--- config.mk ---
export PLATFORM = sky130hd
export DESIGN_NAME = pipe_stage_reg
export DESIGN_NICKNAME = d
export VERILOG_FILES = /design/src/rtl/pipe_stage_reg_pkg.sv /design/src/rtl/pipe_stage_reg_sat_counter.sv /design/src/rtl/pipe_stage_reg.sv
export SDC_FILE = /design/constraint.sdc
export NUM_CORES = 1
export LEC_CHECK = 0
export ABC_AREA = 1
export BUFFER_PORTS_ARGS = -buffer_cell sky130_fd_sc_hd__buf_2
export CAP_MARGIN = 20
export CORE_AREA = 2 2 181 183
export DETAILED_ROUTE_END_ITERATION = 6
export DIE_AREA = 0 0 183 185
export HOLD_SLACK_MARGIN = 0.1
export PLACE_DENSITY = 0.63
export SLEW_MARGIN = 20
export SYNTH_ARGS = -nofsm -noshare
export SYNTH_HDL_FRONTEND = slang
export SYNTH_SLANG_ARGS = --single-unit
export TNS_END_PERCENT = 100
--- constraint.sdc ---
create_clock -name clk -period 1.65 [get_ports clk]
set_input_delay 0.0825 -clock clk [delete_from_list [all_inputs] [get_ports clk]]
set_output_delay 0.0825 -clock clk [all_outputs]
set_load 0.005 [all_outputs]
--- src/rtl/pipe_stage_reg_pkg.sv ---
// Shared constants and state encodings for the pipeline stage registers.
package pipe_stage_reg_pkg;

  localparam logic RstEnable    = 1'b1;
  localparam logic StallEnable  = 1'b1;
  localparam logic StallDisable = 1'b0;

  typedef enum logic [1:0] {
    PIPE_ST_FLOW   = 2'd0,
    PIPE_ST_BUBBLE = 2'd1,
    PIPE_ST_HOLD   = 2'd2,
    PIPE_ST_FLUSH  = 2'd3
  } pipe_st_e;

endpackage

--- src/rtl/pipe_stage_reg_sat_counter.sv ---
// Saturating up-counter: holds at all-ones, cleared only by synchronous reset.
module sat_counter
  import pipe_stage_reg_pkg::*;
#(
  parameter int unsigned W = 16
) (
  input  logic         clk,
  input  logic         rst,
  input  logic         inc,
  output logic [W-1:0] q
);

  always_ff @(posedge clk) begin
    if (rst == RstEnable) begin
      q <= '0;
    end else if (inc && (q != '1)) begin
      q <= q + 1'b1;
    end
  end

endmodule

--- src/rtl/pipe_stage_reg.sv ---
// Inter-stage pipeline register with stall/flush handling, multi-cycle side
// state carried across stalls, and saturating stall/bubble counters.
module pipe_stage_reg
  import pipe_stage_reg_pkg::*;
#(
  parameter int unsigned       DATA_W     = 146,
  parameter int unsigned       CARRY_W    = 66,
  parameter int unsigned       STALL_W    = 6,
  parameter int unsigned       STAGE      = 3,
  parameter logic [DATA_W-1:0] BUBBLE_VAL = '0,
  parameter int unsigned       PERF_W     = 16
) (
  input  logic               clk,
  input  logic               rst,
  input  logic [STALL_W-1:0] stall,
  input  logic               flush,
  input  logic               in_valid,
  input  logic [DATA_W-1:0]  in_data,
  input  logic [CARRY_W-1:0] carry_i,
  output logic               out_valid,
  output logic [DATA_W-1:0]  out_data,
  output logic [CARRY_W-1:0] carry_o,
  output logic [1:0]         state_o,
  output logic [PERF_W-1:0]  stall_cnt,
  output logic [PERF_W-1:0]  bubble_cnt
);

  logic     stall_here;
  logic     down_stall;
  logic     stall_unused;
  logic     inc_stall;
  logic     inc_bubble;
  pipe_st_e state_q;

  assign stall_here   = stall[STAGE];
  assign stall_unused = ^stall;

  // The last stage has no downstream register, so it can only ever bubble.
  generate
    if (STAGE < STALL_W - 1) begin : g_down
      assign down_stall = stall[STAGE+1];
    end else begin : g_last
      assign down_stall = StallDisable;
    end
  endgenerate

  // Flush wins over stall, so a flush edge counts one bubble and no stall.
  always_comb begin
    inc_stall  = 1'b0;
    inc_bubble = 1'b0;
    if (flush) begin
      inc_bubble = 1'b1;
    end else if (stall_here == StallEnable) begin
      inc_stall  = 1'b1;
      inc_bubble = (down_stall == StallDisable);
    end
  end

  always_ff @(posedge clk) begin
    if (rst == RstEnable) begin
      out_data  <= BUBBLE_VAL;
      out_valid <= 1'b0;
      carry_o   <= '0;
      state_q   <= PIPE_ST_FLOW;
    end else if (flush) begin
      out_data  <= BUBBLE_VAL;
      out_valid <= 1'b0;
      carry_o   <= '0;
      state_q   <= PIPE_ST_FLUSH;
    end else if ((stall_here == StallEnable) && (down_stall == StallDisable)) begin
      out_data  <= BUBBLE_VAL;
      out_valid <= 1'b0;
      carry_o   <= carry_i;
      state_q   <= PIPE_ST_BUBBLE;
    end else if (stall_here == StallDisable) begin
      out_data  <= in_data;
      out_valid <= in_valid;
      carry_o   <= '0;
      state_q   <= PIPE_ST_FLOW;
    end else begin
      carry_o   <= carry_i;
      state_q   <= PIPE_ST_HOLD;
    end
  end

  assign state_o = state_q;

  sat_counter #(.W(PERF_W)) u_stall_cnt (
    .clk (clk),
    .rst (rst),
    .inc (inc_stall),
    .q   (stall_cnt)
  );

  sat_counter #(.W(PERF_W)) u_bubble_cnt (
    .clk (clk),
    .rst (rst),
    .inc (inc_bubble),
    .q   (bubble_cnt)
  );

endmodule

==> results.tsv <==
stage	metric	value	unit
sta	setup_viol	0	
global_route	grt_pass1_vias	10100	
pwr	fin_total_pwr	13800	uW
sta	tightest_slew	0.477	ns
pwr	netSwitchingFraction	23.5	%
synthesis	syn_inst	1157	
pwr	power-per-cell-area	904	nW/um^2
routing	wl_per_cell	14.8	um
worst_setup_path	worstPathRequired	2.13	ns
cts	clk_path_buf_depth	3	
cts	h-tree-depth	1	
layout	synthToLayoutAreaGrowth	72.9	%
layout	nets	2096	
synthesis	syn_area	8840	um^2
cts	insertion_delay	0.54	ns
sta	final.min_clock_period	1.53	ns
worst_setup_path	start_kind	input port	
synthesis	synthFlopType	dfxtp_1	
synthesis	synthArstFlopShare	0	%
synthesis	ys_seq_area_share	55.9	%
synthesis	yosysUniqueCellTypes	27	
hold_path	min_delay_path_depth	8	
pwr	p_leak	0.00738	uW
sta	relSlewSlack	68.2	%
cts	cts-buffers-inserted	28	
die	fp.dieArea	33900	um^2
sta	final_hold_viol_count	0	
pwr	irDropWorstVdd	0.738	mV
layout	final_core_util	47.7	%
pwr	power_frac_comb	11.3	%
cts	path_clk_slew	0.06	ns
synthesis	ys_ff_latch	247	
routing	ant_nets	0	
worst_setup_path	cp_data_arrival_time	2.01	ns
routing	route.detailed.drc	0	
synthesis	synth_edf_count	0	
routing	routed_wl	34200	um
pwr	switchingPower	3240	uW
hold_path	hold_path.class	input port to register	
pwr	seq_power_share	44.9	%
routing	dr.pass1.iters	5	
sta	slew_viol_final	0	
layout	final_area	15300	um^2
cts	cts-root-buf	clkbuf_16	
routing	via_per_inst	4.47	
sta	fmax	652	MHz
pwr	clkPwrFrac	43.9	%
status	status	finished clean	
die	die_width	183	um
pwr	p_int	10600	uW
global_route	grtUsageTotal	18.7	%
placed_design	io_buffer_count	464	
die	core	32000	um^2
synthesis	synth_nets	1381	
placed_design	place_area	11600	um^2
global_route	grt_pass1_wl	51500	um
sta	holdWs	0.189	ns
global_route	antenna_found_initial	3	
worst_setup_path	critical_path_class	input port to register	
worst_setup_path	cp-end-kind	register	
synthesis	yosysWarnings	0	
worst_setup_path	critPathMaxFanout	18	
layout	layout.cells.non_filler	2303	
cts	cts_sinks	247	
die	fp.dieH	185	um
die	rows	66	
worst_setup_path	rr_worst_depth	8	
global_route	grt_max_degree	97	
sta	fin_worst_skew	0.0131	ns
global_route	overflow	0	
die	start_util	27.6	%
synthesis	synth.avg_cell_area	7.64	um^2
die	io_pins	469	
placed_design	gp_congestion	0.906	
sta	rsz0062_at_grt	true	
placed_design	hpwl	21200	um
cts	cts_tree	built	
routing	vias	10300	
sta	fin_crit_sh	93.0	%
placed_design	post-place-cells	1979	
routing	drt_iter0_drc	470	
run	cap_violations	0	
layout	drive_above_1_share	29.7	%
-- through the flow --
| step | setup slack, ns | setup TNS (ns) |
|---|---|---|
| after floorplan | 0.192 | 0 |
| after global placement | 0.0548 | 0 |
| after detailed placement | -0.000110 | -0.000110 |
| after CTS | 0.0130 | 0 |
| after global routing | -0.0396 | -0.0538 |
| final | 0.116 | 0 |
-- critical path, stage by stage --
cell           delay (ns)
dlygate4sd3_1        0.52
buf_2                0.17
inv_2                0.13
nand2_8              0.14
buf_4                0.24
a21oi_1              0.15
dlygate4sd3_1        0.58
-- layer usage --
layer,global-route usage [%],up-vias,routed length (um)
li1,-,5076,-
met1,20.6,4677,13200
met2,32.8,418,16400
met3,5.23,113,2810
met4,9.89,2,1760
met5,0,-,9
-- area by class of cell --
cell class	instances	area (um^2)
clock inverters	7	43.8
flip-flops and latches	247	4940
diodes	2	5.00
clock buffers	44	872
inverters	37	141
well taps	408	510
repair buffers	755	5290
multi-input cells	803	3480
fillers	2954	16800
-- state kept, by name (all words and copies together) (netlist names) --
name	flops
carry_o	66
out_data	146
u_bubble_cnt.q	16
u_stall_cnt.q	16
state_o	2
out_valid	1
-- cells in the final DEF, fill, tap and decap left out --
cell type	instances
a21oi_1	170
nor3_1	1
o21ai_4	1
a21oi_2	4
inv_2	4
nand4_4	1
nor2_1	127
buf_12	8
or2_2	1
nand2_4	3
nand3_2	1
inv_4	1
xor2_1	2
ha_1	1
nor2_4	5
dfxtp_1	247
buf_4	13
o21ai_0	3
nand2_8	1
dlygate4sd3_1	270
clkinvlp_4	2
buf_6	1
diode_2	2
buf_2	463
nand3_1	39
nand4_1	3
inv_1	32
nand2_1	429
clkinv_4	1
nand2_2	6
clkbuf_1	6
clkbuf_8	9
clkinv_2	4
ha_2	1
clkbuf_16	29
nor2_2	4
-- path summary, 6_finish.rpt --
check	from	end	slack, ns
setup reg to reg	u_bubble_cnt.q[0]$_SDFFE_PP0P_	u_bubble_cnt.q[1]$_SDFFE_PP0P_	0.12
setup / recovery	rst	out_data[110]$_SDFFE_PP0N_	0.12
hold / removal	stall[4]	u_bubble_cnt.q[14]$_SDFFE_PP0P_	0.19
hold reg to reg	out_data[48]$_SDFFE_PP0N_	out_data[48]$_SDFFE_PP0N_	0.46
-- power by group through the flow --
stage                     logic [uW]  registers, uW  clock network, uW
after floorplan                  456           6340                  0
after global placement          1040           6320                  0
after detailed placement        1050           6320                  0
after CTS                       1520           6190               6230
after global routing            1690           6210               6510
final                           1560           6200               6060
-- synth_stat cells, types with 3 or more instances --
cell	number	area, um^2
nand2_2	5	31.3
nand4_1	3	18.8
nor2_4	3	33.8
nand2_4	3	33.8
o21ai_0	3	15.0
a21oi_2	3	26.3
dfxtp_1	247	4940
nor2_1	129	484
inv_2	4	15.0
buf_2	28	140
nand3_1	39	195
clkbuf_1	35	131
inv_1	33	124
nor2_2	4	25.0
a21oi_1	171	856
buf_1	3	11.3
nand2_1	431	1620
-- repair_timing --
item / 4_1_cts / 5_1_grt
gates resized for setup: 0 / 9
hold buffers: 270 / 0
pin swaps: 1 / 0
endpoints found under the setup margin: 4 / 64
buffers inserted: 0 / 1
endpoints found under the hold margin: 219 / 0
-- kinds of logic (layout without fill, tap and decap cells) --
kind of cell             Yosys count  after routing  synth area share [%]
AO/OA/AOI/OAI                    178            178                  10.3
XOR/XNOR                           2              2                 0.198
adder cells (fa/ha/maj)            2              2                 0.283
buffers and inverters            107            843                  5.27
flip-flops                       247            247                  55.9
other                              0              2                     0
AND/OR/NAND/NOR                  621            621                  28.0
Note: power is estimated with default switching activity, not from simulation.
